`config.mk`:
```
export PLATFORM = sky130hd
export DESIGN_NAME = flit_link_tx
export DESIGN_NICKNAME = d
export VERILOG_FILES = /design/src/rtl/flit_link_pkg.sv /design/src/rtl/link_crd_cnt.sv /design/src/rtl/flit_link_tx.sv
export SDC_FILE = /design/constraint.sdc
export NUM_CORES = 1
export LEC_CHECK = 0
export ABC_AREA = 0
export CAP_MARGIN = 20
export CORE_MARGIN = 2
export CORE_UTILIZATION = 42
export DETAILED_ROUTE_END_ITERATION = 10
export PLACE_DENSITY = 0.86
export SYNTH_ARGS = -nofsm -noshare
export SYNTH_HDL_FRONTEND = slang
export SYNTH_SLANG_ARGS = --single-unit
```
`constraint.sdc`:
```
create_clock -name clock -period 7.7 [get_ports clock]
set_input_delay 1.925 -clock clock [delete_from_list [all_inputs] [get_ports clock]]
set_output_delay 1.925 -clock clock [all_outputs]
set_load 0.03 [all_outputs]
```
`src/rtl/flit_link_pkg.sv`:
```
// ============================================================================
// flit_link_pkg : shared link-layer types and opcode constants
// Rev 1.0
// ============================================================================
`default_nettype none

package flit_link_pkg;

  typedef enum logic [1:0] {
    ST_STOP       = 2'd0,
    ST_ACTIVATE   = 2'd1,
    ST_RUN        = 2'd2,
    ST_DEACTIVATE = 2'd3
  } link_state_e;

  localparam int                c_opc_lsb        = 0;
  localparam int                c_opc_w          = 4;
  localparam logic [c_opc_w-1:0] c_opc_lcrdreturn = 4'h0;

endpackage

`default_nettype wire

```
`src/rtl/link_crd_cnt.sv`:
```
// ============================================================================
// link_crd_cnt : saturating up/down link credit counter with sticky overflow
// Rev 1.0
// ============================================================================
`default_nettype none

module link_crd_cnt #(
  parameter int MAX_CREDIT = 15,
  parameter int CRD_W      = $clog2(MAX_CREDIT + 1)
) (
  input  logic             clock,
  input  logic             rstn,
  input  logic             i_inc,
  input  logic             i_dec,
  input  logic             i_ovf_set,
  output logic [CRD_W-1:0] o_cnt,
  output logic             o_ovf
);

  localparam logic [CRD_W-1:0] c_max = CRD_W'(MAX_CREDIT);

  logic [CRD_W-1:0] r_cnt;
  logic             r_ovf;
  logic             w_full;
  logic             w_sat;

  assign w_full = (r_cnt == c_max);
  // A grant paired with a send is a net zero and never overflows
  assign w_sat  = i_inc & ~i_dec & w_full;

  always_ff @(posedge clock) begin
    if (!rstn) begin
      r_cnt <= '0;
      r_ovf <= 1'b0;
    end else begin
      if (i_inc && !i_dec && !w_full) begin
        r_cnt <= r_cnt + CRD_W'(1);
      end else if (i_dec && !i_inc && (r_cnt != '0)) begin
        r_cnt <= r_cnt - CRD_W'(1);
      end
      if (w_sat || i_ovf_set) begin
        r_ovf <= 1'b1;
      end
    end
  end

  assign o_cnt = r_cnt;
  assign o_ovf = r_ovf;

endmodule

`default_nettype wire

```
`src/rtl/flit_link_tx.sv`:
```
// ============================================================================
// flit_link_tx : credit-gated flit link transmitter with activation handshake
// Rev 1.0
// ============================================================================
`default_nettype none

module flit_link_tx
  import flit_link_pkg::*;
#(
  parameter int FLIT_WIDTH = 128,
  parameter int MAX_CREDIT = 15,
  parameter int CRD_W      = $clog2(MAX_CREDIT + 1)
) (
  input  logic                  clock,
  input  logic                  rstn,
  input  logic                  link_en,
  input  logic                  fifo_nempty,
  input  logic [FLIT_WIDTH-1:0] fifo_dout,
  output logic                  fifo_pop,
  output logic                  txlinkactivereq,
  input  logic                  txlinkactiveack,
  output logic                  txflitpend,
  output logic                  txflitv,
  output logic [FLIT_WIDTH-1:0] txflit,
  input  logic                  rxlcrdv,
  output logic [CRD_W-1:0]      crd_cnt,
  output logic                  crd_ovf
);

  link_state_e           r_state;
  link_state_e           w_state_next;
  logic                  r_req;
  logic                  r_pend;
  logic                  r_flitv;
  logic [FLIT_WIDTH-1:0] r_flit;
  logic [FLIT_WIDTH-1:0] w_ret_flit;
  logic [CRD_W-1:0]      w_crd;
  logic                  w_has_crd;
  logic                  w_pop;
  logic                  w_ret;
  logic                  w_send;
  logic                  w_grant;
  logic                  w_stop_grant;
  logic                  w_req_d;
  logic                  w_pend_d;

  assign w_has_crd = (w_crd != '0);

  always_ff @(posedge clock) begin
    if (!rstn) begin
      r_state <= ST_STOP;
    end else begin
      r_state <= w_state_next;
    end
  end

  always_comb begin
    w_state_next = r_state;
    case (r_state)
      ST_STOP: begin
        if (link_en) w_state_next = ST_ACTIVATE;
      end
      ST_ACTIVATE: begin
        if (!link_en) w_state_next = ST_DEACTIVATE;
        else if (txlinkactiveack) w_state_next = ST_RUN;
      end
      ST_RUN: begin
        if (!link_en) w_state_next = ST_DEACTIVATE;
      end
      ST_DEACTIVATE: begin
        if (!w_has_crd && !txlinkactiveack) w_state_next = ST_STOP;
      end
      default: w_state_next = ST_STOP;
    endcase
  end

  // Send decisions look only at the registered count, never at this cycle's grant
  always_comb begin
    w_pop        = rstn & (r_state == ST_RUN) & fifo_nempty & w_has_crd;
    w_ret        = rstn & (r_state == ST_DEACTIVATE) & w_has_crd;
    w_send       = w_pop | w_ret;
    w_grant      = rxlcrdv & (r_state != ST_STOP);
    w_stop_grant = rxlcrdv & (r_state == ST_STOP);
    w_req_d      = (w_state_next == ST_ACTIVATE) | (w_state_next == ST_RUN);
    w_pend_d     = (w_state_next == ST_RUN) | (w_state_next == ST_DEACTIVATE);
  end

  always_comb begin
    w_ret_flit = '0;
    w_ret_flit[c_opc_lsb +: c_opc_w] = c_opc_lcrdreturn;
  end

  always_ff @(posedge clock) begin
    if (!rstn) begin
      r_req   <= 1'b0;
      r_pend  <= 1'b0;
      r_flitv <= 1'b0;
      r_flit  <= '0;
    end else begin
      r_req   <= w_req_d;
      r_pend  <= w_pend_d;
      r_flitv <= w_send;
      if (w_pop) begin
        r_flit <= fifo_dout;
      end else if (w_ret) begin
        r_flit <= w_ret_flit;
      end
    end
  end

  link_crd_cnt #(
    .MAX_CREDIT (MAX_CREDIT),
    .CRD_W      (CRD_W)
  ) u_crd (
    .clock     (clock),
    .rstn      (rstn),
    .i_inc     (w_grant),
    .i_dec     (w_send),
    .i_ovf_set (w_stop_grant),
    .o_cnt     (w_crd),
    .o_ovf     (crd_ovf)
  );

  assign crd_cnt         = w_crd;
  assign fifo_pop        = w_pop;
  assign txlinkactivereq = r_req;
  assign txflitpend      = r_pend;
  assign txflitv         = r_flitv;
  assign txflit          = r_flit;

endmodule

`default_nettype wire

```
==> impl_metrics.yaml, run 1 <==
die:
  die_area_um2: 13200
  io_pins: 271
  initial_core_util_pct: 42.9
  die_h_um: 115
  fp.dieW_um: 115
  row_count: 40
  design.core.area_um2: 12000
clocking:
  cts_buffer_depth: 2
  cts_tree: "built"
  htree_levels: 4
  root_buffer: "clkbuf_16"
  cts_buffers: 17
  cts-resized-gates: 0
  clk_pin_slew_ns: 0.05
  cts_setup_buffers: 0
  clkLatencyLatePin_ns: 0.41
  cts_hold_buf: 0
  cts_sinks: 137
worst_setup_path:
  cpMostUsedCell: "clkdlybuf4s50_1"
  critPathMaxFanout: 60
  critPathMaxStageDelay_ns: 0.81
  start_kind: "primary input"
  ff2ff_setup_slack_ns: 4.89
  crit_chain: "clkdlybuf4s50_1, and4bb_4, clkdlybuf4s50_1"
  critical_path_class: "primary input to primary output"
  crit_arrival_ns: 3.96
  end_kind: "primary output"
  worstPathRequired_ns: 5.78
  slowest_stage: "clkdlybuf4s50_1"
cells_and_area:
  final_nets: 876
  fin_util_pct: 70.1
  drive_gt1_share_pct: 5.32
  diodes: 0
  area_growth_pct: 63.6
synth:
  yosysSeqAreaShare_pct: 53.3
  synth_area_um2: 5150
  syn_inst: 493
  synth-edff-count: 0
  synth_flop_cell: "dfxtp_1"
  ys.warnings.count: 0
  avgSynthCellArea_um2: 10.4
  async_flop_share_pct: 0
  synth_nets: 630
  ys_seq_elements: 137
  yosysUniqueCellTypes: 32
timing:
  final.min_clock_period_ns: 5.88
  rsz0062_at_grt: "false"
  worst_clock_skew_ns: 0.00741
  min_period_over_period_pct: 76.4
  setup-violations-final: 0
  fin_setup_tns_ns: 0
  slew_headroom_pct: 49.7
  worst_pin_slew_ns: 0.754
  final_max_slew_viol_count: 0
  clock.fmax_mhz: 170
  hold_violations: 0
route:
  routed_wl_um: 14800
  drt_iter0_markers: 301
  wl_per_cell_um: 16.5
  remaining_drc_errors: 0
  postRouteAntennaNets: 0
  vias_per_cell: 5.23
  firstDrtPassIters: 5
  vias: 4704
global_routing:
  track_usage_pct: 21.6
  grt-ovfl-total: 0
  grt_pass1_wl_um: 22600
  grt_start_max_net_pins: 145
  grt_pass1_vias: 4683
  antenna_found_initial: 0
worst_hold_path:
  hold_class: "flip-flop to flip-flop"
outcome:
  status: "finished, final reports clean"
pwr:
  cellPowerDensity_nw_per_um2: 219
  p_leak_nw: 2.86
  finalPower_mw: 1.84
  peakVddDrop_v: 0.000115
flow_run:
  cap_violations: 0
placement:
  place_congestion: 0.827
  place.port_buffers: 270
  dpl.hpwl_um: 9910
## state kept, by name, indices dropped and copies added, names as in the netlist
signal           flops
txflit             128
u_crd.o_cnt          4
r_state              2
txflitv              1
txlinkactivereq      1
u_crd.o_ovf          1
## through the flow
stage               instance area [um^2]  worst slack, ns  hold WS [ns]  instances
finish                              8420             1.82         0.516        899
global route                        8420             1.75         0.542        899
CTS                                 8400             1.80         0.522        898
detailed placement                  7770             1.80         0.454        866
global placement                    7770             1.81         0.435        866
floorplan                           5150             2.73         0.583        493
## layout make-up
class / instances / area, um^2
multi-input combinational: 306 / 2110
fill: 871 / 3590
tap: 147 / 184
clock inverter: 11 / 170
clock buffer: 21 / 460
timing repair buffer: 274 / 2740
sequential: 137 / 2740
inverter: 3 / 11.3
## worst max-delay path, delay by kind of cell
family	cells	cell delay [ns]
buffers and inverters	2	1.29
and+or+nand+nor	1	0.73
## cell usage after synthesis, types with 2 or more instances
library cell | number | share of area, %
dfxtp_1 | 137 | 53
a22oi_1 | 128 | 19
nor2b_1 | 128 | 16
clkbuf_1 | 20 | 1.5
buf_2 | 14 | 1.4
buf_6 | 12 | 2.6
nand2_1 | 11 | 0.80
o21ai_0 | 6 | 0.58
a21oi_1 | 4 | 0.39
mux2i_1 | 4 | 0.78
inv_1 | 3 | 0.22
nand3_1 | 3 | 0.29
ha_1 | 2 | 0.49
nand2b_1 | 2 | 0.24
nor2_1 | 2 | 0.15
## final timing paths
| path | start | end | cells after the start |
|---|---|---|---|
| setup / recovery | fifo_nempty | fifo_pop | 3 |
| setup reg to reg | u_crd.o_cnt[0] | txflit[64] | 5 |
| hold reg to reg | txflit[49] | txflit[49] | 2 |
| hold / removal | txflit[49] | txflit[49] | 2 |
## power breakdown
| part | leakage [nW] | total, mW | switching, mW | internal [mW] |
|---|---|---|---|---|
| Sequential | 1.11 | 0.745 | 0.0176 | 0.728 |
| Combinational | 1.45 | 0.243 | 0.113 | 0.130 |
| Clock | 0.299 | 0.856 | 0.297 | 0.559 |
## kinds of logic after synthesis
| logic type | synth area share [%] |
|---|---|
| mux | 0.778 |
| xor+xnor | 0.170 |
| compound gates | 21.0 |
| simple gates | 18.1 |
| buf+inv | 5.81 |
| fa+ha+maj | 0.875 |
| flops | 53.3 |
## routing by layer
metal	vias to the layer above	GRT usage [%]	share of wire [%]
met1	2218	23.6	39
met5	-	0	0
met4	0	11.5	3.3
li1	2240	-	-
met2	205	37.0	50
met3	41	7.62	8.0
## cells in the final DEF (no fill, tap or decap), drive strengths merged, types with 2 or more instances in the layout
cell type      count
buf                5
bufinv             4
ha                 2
nand3              3
clkinv             4
inv                3
a211oi             2
a21oi              5
clkinvlp           3
a22oi            128
clkbuf            21
nor2b            128
mux2i              4
nor2               2
nand2b             2
clkdlybuf4s50    269
nand2             11
dfxtp            137
o21ai              6
Power figures use the tool's default switching activity.
==> run 2: changes to the inputs <==
Settings changed: CORE_UTILIZATION 42 to 39, PLACE_DENSITY 0.86 to 0.81.
Clock period 7.7 ns to 6 ns, I/O delays scaled along.
==> impl_metrics.yaml, run 2 (synthesis results as in run 1) <==
global_routing:
  grt_start_max_net_pins: 119
  grt_pass1_vias: 4784
  use_met3_pct: 8.43
  met1_usage_pct: 22.5
  busiest_layer: "met2"
  track_usage_pct: 20.7
  globalRouteMet2Util_pct: 35.7
  grt-ovfl-total: 0
  grt_pass1_wl_um: 23600
  antenna_found_initial: 0
timing:
  final_max_slew_viol_count: 0
  final.min_clock_period_ns: 3.98
  slew_headroom_pct: 41.2
  setup_slack_ns: 2.02
  rsz0062_at_grt: "false"
  min_period_over_period_pct: 66.4
  hold_violations: 0
  fin_setup_tns_ns: 0
  worst_clock_skew_ns: 0.00768
  worst_pin_slew_ns: 0.881
  clock.fmax_mhz: 251
  holdWs_ns: 0.483
  setup-violations-final: 0
worst_setup_path:
  start_kind: "primary input"
  critPathMaxFanout: 28
  critical_path_class: "primary input to primary output"
  slowest_stage: "and4bb_4"
  worstPathRequired_ns: 4.50
  end_kind: "primary output"
  critPathMaxStageDelay_ns: 0.36
  crit_chain: "buf_2, nand2_1, and4bb_4, buf_4"
  crit_arrival_ns: 2.48
clocking:
  cts_buffers: 17
  root_buffer: "clkbuf_16"
  cts_buffer_depth: 2
  htree_levels: 4
  clkLatencyLatePin_ns: 0.40
  clk_pin_slew_ns: 0.06
  cts_tree: "built"
  cts-resized-gates: 0
  cts_hold_buf: 0
  cts_sinks: 137
  cts_setup_buffers: 0
route:
  vias: 4621
  vias_per_cell: 5.00
  postRouteAntennaNets: 0
  routed_wl_um: 14900
  drt_iter0_markers: 313
  firstDrtPassIters: 5
  remaining_drc_errors: 0
  wl_per_cell_um: 16.1
cells_and_area:
  regArea_um2: 2740
  instances_no_fill: 924
  design_area_um2: 8500
  fill_cells: 956
  fin_util_pct: 66.5
  drive_gt1_share_pct: 5.72
  largest_reg_flops: 128
  mostFrequentLayoutCells: "clkdlybuf4s50_1, dfxtp_1, a22oi_1, nor2b_1, clkbuf_16"
  multi_input_area_um2: 2110
  final_nets: 877
  area_growth_pct: 65.1
  diodes: 0
  final_common_cell: "clkdlybuf4s50_1"
pwr:
  finalPower_mw: 2.43
  cellPowerDensity_nw_per_um2: 286
  p_leak_nw: 2.90
  peakVddDrop_v: 0.000186
die:
  design.core.area_um2: 12800
  io_pins: 271
  initial_core_util_pct: 40.3
  die_h_um: 119
  die_area_um2: 14100
  fp.dieW_um: 119
  row_count: 41
outcome:
  status: "finished, final reports clean"
placement:
  dp_cells: 893
  preCtsSetupSlack_ns: 1.97
  place.port_buffers: 270
  placed_cell_area_um2: 7840
  dpl.hpwl_um: 10200
  place_congestion: 0.761
flow_run:
  cap_violations: 0
worst_hold_path:
  hold_class: "flip-flop to flip-flop"
-- run 2: critical path, delay by kind of cell --
family	cells	cell delay, ns
buf+inv	2	0.51
simple gates	2	0.47
-- run 2: cell type report --
cell class | count | area share [%]
Timing Repair Buffer | 275 | 32.4
Multi-Input combinational cell | 306 | 24.9
Sequential cell | 137 | 32.3
Tap cell | 172 | 2.53
Clock buffer | 18 | 5.17
Inverter | 3 | 0.132
Clock inverter | 13 | 2.65
-- run 2: final timing paths --
check / from / to / slack, ns / depth (start not counted)
worst min register to register: u_crd.o_ovf / u_crd.o_ovf / 0.48 / 2
worst max-delay path: rstn / fifo_pop / 2.02 / 4
worst max register to register: u_crd.o_cnt[0] / u_crd.o_cnt[3] / 3.20 / 8
worst min-delay path: u_crd.o_ovf / u_crd.o_ovf / 0.48 / 2
-- run 2: power by group --
group	internal (mW)	leakage (nW)	switching [mW]
sequential	0.934	1.11	0.0222
combinational	0.167	1.47	0.146
clock	0.786	0.326	0.376
total	1.89	2.90	0.544
-- run 2: layer usage --
metal	up-vias	wire, um	share of wire [%]
met1	2171	5710	38
met3	18	1180	7.9
met5	-	0	0
li1	2248	-	-
met2	184	7710	52
met4	0	274	1.8
==> RTL change: new RTL, config.mk and constraints of run 2 <==
Register the output `crd_cnt`; this adds one clock of latency there. The other outputs are not delayed to match.
--- a/src/rtl/flit_link_tx.sv
+++ b/src/rtl/flit_link_tx.sv
@@ -122,5 +122,7 @@
   );
 
-  assign crd_cnt         = w_crd;
+  always_ff @(posedge clock) begin
+    crd_cnt <= w_crd;
+  end
   assign fifo_pop        = w_pop;
   assign txlinkactivereq = r_req;
Formal check against the unedited RTL: not equivalent (a bounded check fails within 4 cycles, from zero or initial values and one cycle with rstn low).
==> RTL change against run 2 <==
Power shrank 2.8%. Synthesized area grew 1.6%. Setup slack lost 0.42 ns. Core utilization shrank 1.8 points. Critical endpoint unchanged. Final cell count grew 0.87%. Non-clock buffer count is the same. Critical path depth shrank 1. Wire length shrank 0.55%. Final area grew 0.40%. Sequential cell count grew 4. Sequential power grew 3.6%. Global-route usage shrank 0.63 points.
==> RTL change: results (changes against run 2) <==
status finished, final reports clean; worst slew pin tran 0.751 ns (-0.131 ns); CP Launch Point fifo_nempty; arrival time worst endpoint 2.90 ns (+0.42 ns); FF-to-FF path depth 6 (-2); routability cong. 0.779 (+2.3%); clk_skew 0.00848 ns (+0.000795 ns); DRT iter0 DRCs 291 (-7.0%); Crit-path slowest cell clkdlybuf4s50_1; worst-path maximum fanout 2 (-93%); share of cells above drive strength 1 0.0556 (-0.00163); multiplexer area fraction after synthesis 0.00766 (-0.000119); Synth area leaders dfxtp_1 54%, a22oi_1 18%, nor2b_1 15%; Avg WL per Cell 15.9 um (-1.4%); XOR/XNOR Fraction of Synth Area 0.00168 (-0.0000261); Final #Nets 881 (+0.46%); crit-path max cell delay 0.67 ns (+0.31 ns); DRT Pass-1 Iters 4 (-1); Final HPWL DP 10000 um (-1.6%); Synth Area in Compound Gates 0.207 (-0.00322); P_leak 2.91 nW (+0.36%); via/cell ratio 5.02 (+0.36%); Worst Hold Class reg -> reg; number of filler cells placed in the layout 989 (+3.5%); post-synthesis sequential area ratio 0.540 (+0.00716); internal reg-to-reg setup slack 2.85 ns (-0.35 ns); Synth Area in Adders 0.00862 (-0.000134); Post-Syn Nets 634 (+0.63%); largest net degree at the start of global routing 145 (+22%); global-route wire length before repair 23000 um (-2.8%); Peak VDD IR 0.172 mV (-7.5%); worst reg2reg path endpoint u_crd.o_cnt[0]; vias in the first global route 4521 (-5.5%); top post-synthesis cells by count 141 x dfxtp_1, 128 x a22oi_1, 128 x nor2b_1, 20 x clkbuf_1, 14 x buf_2; total track usage 0.201 (-0.00631)
## RTL change: per-layer routing
layer,part of all wire,GRT usage
met1,0.41,0.233
met5,0,0
met4,0.024,0.0882
met2,0.48,0.336
met3,0.084,0.0665
## RTL change: area by class of cell
type | instances | area, um2 | area share
clock buffer | 20 | 467 | 0.0547
multi-input combinational | 306 | 2110 | 0.248
inverter | 3 | 11.3 | 0.00132
timing repair buffer | 275 | 2760 | 0.323
clock inverter | 11 | 141 | 0.0166
tap | 176 | 220 | 0.0258
sequential | 141 | 2820 | 0.331
## RTL change: how the worst min path moves through the flow
stage | startpoint | endpoint | slack [ns] | cells past startpoint
after floorplan | u_crd.o_cnt[2] | crd_cnt[2] | 0.37 | 0
after global placement | u_crd.o_cnt[3] | crd_cnt[3] | 0.40 | 0
after detailed placement | u_crd.o_cnt[2] | crd_cnt[2] | 0.41 | 0
after CTS | u_crd.o_cnt[2] | crd_cnt[2] | 0.41 | 0
after global routing | u_crd.o_cnt[2] | crd_cnt[2] | 0.42 | 0
final | u_crd.o_cnt[2] | crd_cnt[2] | 0.42 | 0
## RTL change: stage by stage
step / setup WS (ns) / utilization / instance area, um2 / instances / total power [mW]
after floorplan: 1.88 / - / 5230 / 497 / 1.17
after global placement: 1.60 / 0.599 / 7900 / 900 / 1.31
after detailed placement: 1.57 / 0.599 / 7900 / 900 / 1.32
after CTS: 1.60 / 0.645 / 8510 / 931 / 2.39
after global routing: 1.56 / 0.647 / 8530 / 932 / 2.46
final: 1.60 / 0.647 / 8530 / 932 / 2.36
## RTL change: where the power goes
part / leakage, nW / internal (mW) / switching (mW) / total [mW]
clock network: 0.305 / 0.682 / 0.376 / 1.06
logic: 1.46 / 0.168 / 0.148 / 0.316
registers: 1.14 / 0.966 / 0.0239 / 0.990
